$ cat src/rtl/bike_sprite_fetch.sv
// ---------------------------------------------------------------------------
// bike_sprite_fetch
//
// Two-stage pixel pipeline in front of the per-direction bike sprite tables.
// Stage 1 checks whether the scanned pixel lies inside the bike's footprint.
// It registers the sprite-local coordinates and the table select.
// Stage 2 samples the RGB that the tables return and applies transparency
// and crash blinking. It then registers the final BikeOn/RGB for the color
// mapper.
//
// Bike position, direction and crash flag are copied into shadow registers
// only on frame_start, so the sprite cannot tear within a frame.
//
// Ports
//   Clk, Reset_n             clock, asynchronous active-low reset
//   frame_start              one-cycle pulse at start of vertical blank
//   pixel_valid              DrawX/DrawY is a visible pixel this cycle
//   DrawX, DrawY             current scan coordinates
//   BikeX, BikeY, BikeDir    bike top-left corner and heading (game logic)
//   Crashed                  bike blinks while high (sampled per frame)
//   SpriteX, SpriteY, SprDir registered table address / table select
//   SpriteR/G/B              RGB returned combinationally by the tables
//   BikeOn, BikeR/G/B        registered bike pixel result
// Latency: SpriteX/Y/SprDir at N+1, BikeOn/RGB at N+2.
// ---------------------------------------------------------------------------
module bike_sprite_fetch #(
  parameter logic [9:0]  SPRITE_W        = 10'd8,
  parameter logic [9:0]  SPRITE_H        = 10'd8,
  parameter logic [23:0] TRANSPARENT_RGB = 24'h000000,
  parameter logic [5:0]  BLINK_FRAMES    = 6'd15
) (
  input  logic       Clk,
  input  logic       Reset_n,
  input  logic       frame_start,
  input  logic       pixel_valid,
  input  logic [9:0] DrawX,
  input  logic [9:0] DrawY,
  input  logic [9:0] BikeX,
  input  logic [9:0] BikeY,
  input  logic [1:0] BikeDir,
  input  logic       Crashed,
  output logic [9:0] SpriteX,
  output logic [9:0] SpriteY,
  output logic [1:0] SprDir,
  input  logic [7:0] SpriteR,
  input  logic [7:0] SpriteG,
  input  logic [7:0] SpriteB,
  output logic       BikeOn,
  output logic [7:0] BikeR,
  output logic [7:0] BikeG,
  output logic [7:0] BikeB
);

  typedef enum logic [1:0] {
    SOLID     = 2'd0,
    BLINK_ON  = 2'd1,
    BLINK_OFF = 2'd2
  } blink_state_t;

  // -------------------------------------------------------------------------
  // Per-frame shadow copies of the game inputs
  // -------------------------------------------------------------------------
  logic [9:0] cur_x_reg;
  logic [9:0] cur_y_reg;
  logic [1:0] cur_dir_reg;
  logic       cur_crash_reg;

  always_ff @(posedge Clk or negedge Reset_n) begin
    if (!Reset_n) begin
      cur_x_reg     <= 10'd0;
      cur_y_reg     <= 10'd0;
      cur_dir_reg   <= 2'd0;
      cur_crash_reg <= 1'b0;
    end else if (frame_start) begin
      cur_x_reg     <= BikeX;
      cur_y_reg     <= BikeY;
      cur_dir_reg   <= BikeDir;
      cur_crash_reg <= Crashed;
    end
  end

  // -------------------------------------------------------------------------
  // Blink controller
  // The counter counts frame_starts within the current ON or OFF half-period.
  // The check happens before the increment, so each half-period lasts
  // exactly BLINK_FRAMES frames, and the frame that enters BLINK_ON is the
  // first frame of that half-period.
  // -------------------------------------------------------------------------
  blink_state_t blink_state_reg;
  blink_state_t blink_state_next;
  logic [5:0]   blink_cnt_reg;
  logic [5:0]   blink_cnt_next;
  logic         blank_phase;

  always_ff @(posedge Clk or negedge Reset_n) begin
    if (!Reset_n) begin
      blink_state_reg <= SOLID;
      blink_cnt_reg   <= 6'd0;
    end else begin
      blink_state_reg <= blink_state_next;
      blink_cnt_reg   <= blink_cnt_next;
    end
  end

  always_comb begin
    blink_state_next = blink_state_reg;
    blink_cnt_next   = blink_cnt_reg;
    if (frame_start) begin
      if (!Crashed) begin
        // Clearing the crash always wins over a pending toggle.
        blink_state_next = SOLID;
        blink_cnt_next   = 6'd0;
      end else begin
        unique case (blink_state_reg)
          SOLID: begin
            blink_state_next = BLINK_ON;
            blink_cnt_next   = 6'd0;
          end
          BLINK_ON, BLINK_OFF: begin
            // '>=' guards against a counter left above the limit.
            if (blink_cnt_reg >= (BLINK_FRAMES - 6'd1)) begin
              blink_cnt_next   = 6'd0;
              blink_state_next = (blink_state_reg == BLINK_ON) ? BLINK_OFF : BLINK_ON;
            end else begin
              blink_cnt_next = blink_cnt_reg + 6'd1;
            end
          end
          default: begin
            blink_state_next = SOLID;
            blink_cnt_next   = 6'd0;
          end
        endcase
      end
    end
  end

  // BLINK_OFF is only reachable while the latched crash flag is set.
  // The extra term keeps the bike solid if the two ever disagree.
  assign blank_phase = (blink_state_reg == BLINK_OFF) && cur_crash_reg;

  // -------------------------------------------------------------------------
  // Stage 1: footprint test and sprite-local coordinates
  // The bounds are compared in 11 bits. A bike near the right or bottom
  // edge therefore clips cleanly and cannot wrap around to column or row 0.
  // -------------------------------------------------------------------------
  logic [10:0] draw_x_ext;
  logic [10:0] draw_y_ext;
  logic [10:0] left_ext;
  logic [10:0] top_ext;
  logic [10:0] right_ext;
  logic [10:0] bottom_ext;
  logic [9:0]  dist_x;
  logic [9:0]  dist_y;
  logic        hit;

  assign draw_x_ext = {1'b0, DrawX};
  assign draw_y_ext = {1'b0, DrawY};
  assign left_ext   = {1'b0, cur_x_reg};
  assign top_ext    = {1'b0, cur_y_reg};
  assign right_ext  = left_ext + {1'b0, SPRITE_W};
  assign bottom_ext = top_ext + {1'b0, SPRITE_H};

  assign dist_x = DrawX - cur_x_reg;
  assign dist_y = DrawY - cur_y_reg;

  assign hit = pixel_valid
            && (draw_x_ext >= left_ext) && (draw_x_ext < right_ext)
            && (draw_y_ext >= top_ext)  && (draw_y_ext < bottom_ext);

  logic [9:0] sprite_x_reg;
  logic [9:0] sprite_y_reg;
  logic [1:0] spr_dir_reg;
  logic       hit1_reg;

  always_ff @(posedge Clk or negedge Reset_n) begin
    if (!Reset_n) begin
      sprite_x_reg <= 10'd0;
      sprite_y_reg <= 10'd0;
      spr_dir_reg  <= 2'd0;
      hit1_reg     <= 1'b0;
    end else begin
      // Outside the footprint the tables are addressed at (0,0). This keeps
      // the table address quiet, and the result is masked by hit1 anyway.
      sprite_x_reg <= hit ? dist_x : 10'd0;
      sprite_y_reg <= hit ? dist_y : 10'd0;
      spr_dir_reg  <= cur_dir_reg;
      hit1_reg     <= hit;
    end
  end

  assign SpriteX = sprite_x_reg;
  assign SpriteY = sprite_y_reg;
  assign SprDir  = spr_dir_reg;

  // -------------------------------------------------------------------------
  // Stage 2: transparency, blink mask and registered color
  // -------------------------------------------------------------------------
  logic [23:0] table_rgb;
  logic        bike_on_next;
  logic        bike_on_reg;

  assign table_rgb    = {SpriteR, SpriteG, SpriteB};
  assign bike_on_next = hit1_reg && (table_rgb != TRANSPARENT_RGB) && !blank_phase;

  always_ff @(posedge Clk or negedge Reset_n) begin
    if (!Reset_n) begin
      bike_on_reg <= 1'b0;
    end else begin
      bike_on_reg <= bike_on_next;
    end
  end

  // One identical register per color channel. Channel 2 is R, 1 is G, 0 is B.
  logic [7:0] chan_reg [3];

  for (genvar gi = 0; gi < 3; gi++) begin : g_chan
    always_ff @(posedge Clk or negedge Reset_n) begin
      if (!Reset_n) begin
        chan_reg[gi] <= 8'd0;
      end else begin
        chan_reg[gi] <= bike_on_next ? table_rgb[gi*8 +: 8] : 8'd0;
      end
    end
  end

  assign BikeOn = bike_on_reg;
  assign BikeR  = chan_reg[2];
  assign BikeG  = chan_reg[1];
  assign BikeB  = chan_reg[0];

endmodule

$ cat config.mk
export PLATFORM = sky130hd
export DESIGN_NAME = bike_sprite_fetch
export DESIGN_NICKNAME = d
export VERILOG_FILES = /design/src/rtl/bike_sprite_fetch.sv
export SDC_FILE = /design/constraint.sdc
export NUM_CORES = 1
export LEC_CHECK = 0
export CORE_UTILIZATION = 45
export DETAILED_ROUTE_END_ITERATION = 12
export HOLD_SLACK_MARGIN = 0.06
export PLACE_DENSITY = 0.78
export SYNTH_ARGS = -nofsm -noshare
export SYNTH_HDL_FRONTEND = slang
export SYNTH_SLANG_ARGS = --single-unit
$ cat constraint.sdc
create_clock -name Clk -period 2.52 [get_ports Clk]
set_clock_uncertainty 0.1 [all_clocks]
set_input_delay 0.756 -clock Clk [delete_from_list [all_inputs] [get_ports Clk]]
set_output_delay 0.756 -clock Clk [all_outputs]
set_load 0.02 [all_outputs]
==> impl_metrics.ini, run 1 <==
[sta]
fin_ws_ns = -0.05744
slew_headroom_pct = 69.80
hold_viol = 0
slew_viol_final = 0
fin_crit_ns = 2.577
hold_slack_ns = 0.2256
max_freq_ghz = 0.3880
rsz0062_at_grt = true
setup_viol = 17
worst_slew_pin_slew_ns = 0.4530
fin_crit_sh_pct = 102.3
final.setup.tns_ns = -0.4561

[synthesis]
synth.most_common_cell = dfrtp_1
synth_cell_types = 51
ys_seq_elements = 79
ys_warn_count = 0
syn_area_um2 = 4506
syn_inst = 437
synthArstFlopShare_pct = 100.0
synth_top_area_share_pct = 43.88
synth_edf_count = 0
syn_avg_cell_area_um2 = 10.31
yosys.area.top_type = dfrtp_1
synthTopCellsByCount = dfrtp_1 (79), ha_1 (42), nand2_1 (39), inv_1 (33), o21ai_0 (32)
syn-num-nets = 552
dominantRegCellSynth = dfrtp_1
synth_area_leaders = dfrtp_1 (44%), ha_1 (12%), nor3_2 (4.0%), xnor2_1 (3.7%), o21ai_0 (3.6%)
ys_seq_area_share_pct = 43.88

[power]
power_mw = 3.763
p_leak_nw = 3.225
vdd_drop_max_uv = 348.6
powerDensity_nw_per_um2 = 526.2

[grt]
met3_usage_pct = 3.762
grt_antenna_before_repair = 0
grt_busiest_layer = met2
grt_use_met1_pct = 28.68
grt_usage_pct = 24.20
grt_pass1_wl_mm = 19.13
grt_overflow = 0
grtUsageMet2_pct = 43.83
grt_start_max_net_pins = 49
grt_pass1_vias = 4005

[status]
violations = negative setup slack
outcome = finished with violations

[floorplan]
io_pins = 118
design.die.area_um2 = 10420
die_y_um = 102.1
die_w_um = 102.1
core_um2 = 9729
row_count = 36
start_util_pct = 46.31

[run]
cap_viol_max_count = 0

[routing]
ant_nets = 0
drt_iter0_markers = 214
viasPerCell = 5.264
route.detailed.drc = 0
drt-wirelength-per-cell_um = 16.39
routed_wl_mm = 12.74
via_count = 4090
first_pass_iters = 5

[cells_and_area]
area_growth_syn_to_layout_pct = 58.71
finalNetCount = 754
post-route-cell-area_um2 = 7151
diodes = 0
drive_gt1_share_pct = 28.57

[setup_path]
reg2reg_from = cur_x_reg[6]$_DFFE_PN0P_
crit_path_end_kind = flip-flop
critPathArrivalTime_ns = 2.75
rr_endpoint = SpriteX[9]$_DFF_PN0_
worstSetupStartpointType = primary input
critPathRequiredTime_ns = 2.69
path_class = primary input to flip-flop
crit_path_max_fanout = 5
r2r_cells = 11
rrSetupSlack_ns = -0.04

[worst_hold_path]
hold_path.class = primary input to async pin

[clocking]
clock-sinks = 79
cts_hold_buf = 0
cts_root_buffer = clkbuf_8
ctsLongestPathBuffers = 2
h-tree-depth = 3
clk_pin_slew_worst_paths_ns = 0.08
clk-insertion-delay-late_ns = 0.36
cts_buffers = 9
cts_tree = yes

[place]
dp_slack_ns = -0.7286
gp_congestion = 0.8706
hpwl_mm = 8.749
placed_cell_area_um2 = 6325
io_buffers = 117
[worst max-delay path: stages]
cell and delay [ns]:
clkdlybuf4s50_1 0.48, ha_2 0.22, a211oi_2 0.28, o21ai_2 0.11, a2111oi_4 0.25, o211ai_4 0.16, buf_12 0.18, buf_12 0.13
nor3_4 0.17
[what timing repair did]
item                                    in CTS  in global routing
endpoints found under the setup margin      21                 21
pin swaps                                   40                 15
buffers inserted                             9                  8
resized for setup                           54                 41
cloned                                       5                  0
[power by group]
group          total, mW  switching, mW  internal, mW
clock network      0.894          0.524         0.370
logic               1.47          0.715         0.753
registers           1.40         0.0589          1.34
total               3.76           1.30          2.46
[cells by family after synthesis]
group,after synthesis,share of synthesized area [%]
compound gates,94,13.91
xor+xnor,21,4.082
fa+ha+maj,44,12.55
buf+inv,47,4.526
flops,79,43.88
mux,8,1.944
simple gates,144,19.11
[metrics by stage]
step / util (%) / std cells
floorplan: - / 437
global placement: 65.01 / 741
detailed placement: 65.01 / 741
CTS: 70.97 / 770
global route: 73.50 / 777
finish: 73.50 / 777
[placed cells by master, fill, tap and decap left out, types with 6 or more instances in the layout]
cell and instances:
nor3_2 11, a21oi_1 11, mux2_2 6, xnor2_1 15
and2_1 24, clkdlybuf4s50_1 103, o21ai_0 30, clkbuf_8 9
ha_4 13, nand2_1 39, o211ai_1 7, inv_1 27
nand4_1 6, ha_1 26, nor2_1 11, a21o_1 12
buf_4 74, nor3_4 8, nand3_1 8, dfrtp_1 79
nor4_1 6
[metal layers]
metal | routed length [um] | up-vias
met3 | 685 | 22
li1 | - | 1950
met1 | 5293 | 1959
met4 | 269 | 0
met5 | 0 | -
met2 | 6489 | 159
[area by class of cell]
type / count / area, um2
Clock inverter: 7 / 57.56
Clock buffer: 9 / 123.9
Tap cell: 133 / 166.4
Timing Repair Buffer: 205 / 1964
Fill cell: 676 / 2579
Inverter: 33 / 136.4
Multi-Input combinational cell: 311 / 2725
Sequential cell: 79 / 1977
[how the worst max path moves through the flow]
stage / from / to / slack (ns) / cells past startpoint
after global placement: DrawX[0] / SpriteY[3]$_DFF_PN0_ / -0.70 / 11
after detailed placement: DrawX[0] / SpriteY[3]$_DFF_PN0_ / -0.73 / 11
final: DrawY[5] / SpriteY[2]$_DFF_PN0_ / -0.06 / 9
after CTS: cur_y_reg[3]$_DFFE_PN0P_ / SpriteY[6]$_DFF_PN0_ / -0.05 / 13
after global routing: cur_x_reg[6]$_DFFE_PN0P_ / SpriteX[9]$_DFF_PN0_ / -0.17 / 11
after floorplan: DrawX[0] / SpriteX[9]$_DFF_PN0_ / -0.05 / 10
(Power assumes the default switching activity.)
==> run 2: changes to the inputs <==
--- a/config.mk
+++ b/config.mk
@@ -5,6 +5,7 @@
 export SDC_FILE = /design/constraint.sdc
 export NUM_CORES = 1
 export LEC_CHECK = 0
+export CORE_MARGIN = 5
 export CORE_UTILIZATION = 45
 export DETAILED_ROUTE_END_ITERATION = 12
 export HOLD_SLACK_MARGIN = 0.06
==> run 2 against run 1 <==
Effect of this change: the run still ends with negative setup slack left; critical path type is now flip-flop to flip-flop; worst hold slack lost 0.016 ns; global-route usage shrank 3.6 points; highest routed layer unchanged; core utilization shrank 1.7 points; first-iteration DRC count shrank 11%; critical path depth grew 1; sequential power is essentially flat; power shrank 2.3%; sequential cell count is the same; via count shrank 0.44%; largest power group is now registers; final cell count grew 0.26%; critical endpoint is now SpriteY[3]$_DFF_PN0_; largest cell class unchanged.
==> impl_metrics.ini, run 2 (synthesized netlist as in run 1, its figures left out) <==
[routing]
drt_iter0_markers = 191
drt-wirelength-per-cell_um = 16.58
first_pass_iters = 8
viasPerCell = 5.227
ant_nets = 0
routed_wl_mm = 12.91
route.detailed.drc = 0
via_count = 4072

[place]
gp_congestion = 0.8718
io_buffers = 117
hpwl_mm = 9.309
placed_cell_area_um2 = 6340
dp_slack_ns = -0.7766

[power]
power_mw = 3.678
vdd_drop_max_uv = 253.1
powerDensity_nw_per_um2 = 524.2
p_leak_nw = 3.219

[status]
violations = negative setup slack
outcome = finished with violations

[clocking]
clock-sinks = 79
clk-insertion-delay-late_ns = 0.36
cts_hold_buf = 0
clk_pin_slew_worst_paths_ns = 0.09
h-tree-depth = 3
cts_root_buffer = clkbuf_8
cts_buffers = 9
cts_tree = yes
ctsLongestPathBuffers = 2

[worst_hold_path]
hold_path.class = primary input to async pin

[floorplan]
start_util_pct = 46.10
design.die.area_um2 = 12110
die_w_um = 110.1
core_um2 = 9774
io_pins = 118
die_y_um = 110.1
row_count = 36

[setup_path]
path_buf_inv = 1
crit_path_end_kind = flip-flop
crit_path_max_fanout = 4
path_class = flip-flop to flip-flop
path_cells = ha_2 > and3_4 > xnor2_2 > ha_2 > a211oi_2 > o21ai_2 > a2111oi_4 > o211ai_4 > buf_6 > nor4_4
critPathTopFamily = compound AO/OA/AOI/OAI gates
slowest_stage = dfrtp_1
critPathRequiredTime_ns = 2.69
worstSetupStartpointType = flip-flop
critPathArrivalTime_ns = 2.73
path_common_cell = ha_2
cp_slowest_stage_delay_ns = 0.40

[sta]
fin_crit_ns = 2.557
fin_crit_sh_pct = 101.5
slew_viol_final = 0
worst_slew_pin_slew_ns = 0.4090
fin_ws_ns = -0.03744
rsz0062_at_grt = true
slew_headroom_pct = 72.73
max_freq_ghz = 0.3910
hold_viol = 0
setup_viol = 2

[run]
cap_viol_max_count = 0

[grt]
grt_usage_pct = 20.62
grt_overflow = 0
grt_pass1_vias = 4183
grt_start_max_net_pins = 36
grt_pass1_wl_mm = 19.31
grt_antenna_before_repair = 0

[cells_and_area]
area_growth_syn_to_layout_pct = 55.71
finalNetCount = 756
final_common_cell = clkdlybuf4s50_1
fin_util_pct = 71.77
diodes = 0
post-route-cell-area_um2 = 7015
drive_gt1_share_pct = 28.33
final_cell_mix = clkdlybuf4s50_1 (101), buf_4 (81), dfrtp_1 (79)
==> run 2: timing repair <==
item | in CTS | in global routing
pin swaps | 25 | 17
gates cloned | 3 | 0
endpoints found under the hold margin | 0 | 0
resized for setup | 49 | 35
endpoints found under the setup margin | 21 | 21
setup buffers | 11 | 6
==> run 2: path summary, 6_finish.rpt <==
| check | cells after the start | end | from | slack (ns) |
|---|---|---|---|---|
| min in group Clk | 0 | SprDir[1]$_DFF_PN0_ | cur_dir_reg[1]$_DFFE_PN0P_ | 0.28 |
| min reg2reg | 0 | SprDir[1]$_DFF_PN0_ | cur_dir_reg[1]$_DFFE_PN0P_ | 0.28 |
| max in group asynchronous | 2 | SprDir[0]$_DFF_PN0_ | Reset_n | 1.55 |
| max | 10 | SpriteY[3]$_DFF_PN0_ | cur_y_reg[3]$_DFFE_PN0P_ | -0.04 |
| max reg2reg | 10 | SpriteY[3]$_DFF_PN0_ | cur_y_reg[3]$_DFFE_PN0P_ | -0.04 |
| min | 1 | SpriteY[7]$_DFF_PN0_ | Reset_n | 0.21 |
==> run 2: report_power, final <==
group / internal, mW / switching (mW) / total, mW
Sequential: 1.34 / 0.0542 / 1.40
Clock: 0.377 / 0.535 / 0.912
Combinational: 0.692 / 0.678 / 1.37
Total: 2.41 / 1.27 / 3.68
==> run 2: final cells by class <==
class | instances | area (um2)
Multi-Input combinational cell | 311 | 2623
Sequential cell | 79 | 1977
Tap cell | 133 | 166.4
Timing Repair Buffer | 207 | 1928
Fill cell | 698 | 2759
Clock inverter | 7 | 61.31
Inverter | 33 | 136.4
Clock buffer | 9 | 123.9
==> run 2: routing by layer <==
| metal | global-route usage [%] | part of all wire, % | up-vias |
|---|---|---|---|
| met5 | 0 | 0 | - |
| met4 | 7.302 | 3.0 | 0 |
| met3 | 5.242 | 7.6 | 38 |
| met2 | 36.66 | 50 | 145 |
| met1 | 23.96 | 40 | 1943 |
| li1 | - | - | 1946 |
==> run 2: metrics by stage <==
stage,hold WS (ns),cells,setup TNS (ns)
3_3_place_gp,0.2558,743,-18.09
3_5_place_dp,0.2628,743,-17.97
2_1_floorplan,0.2501,437,-0.7527
4_1_cts,0.1988,773,0
5_1_grt,0.2216,779,-1.611
6_report,0.2095,779,-0.04273
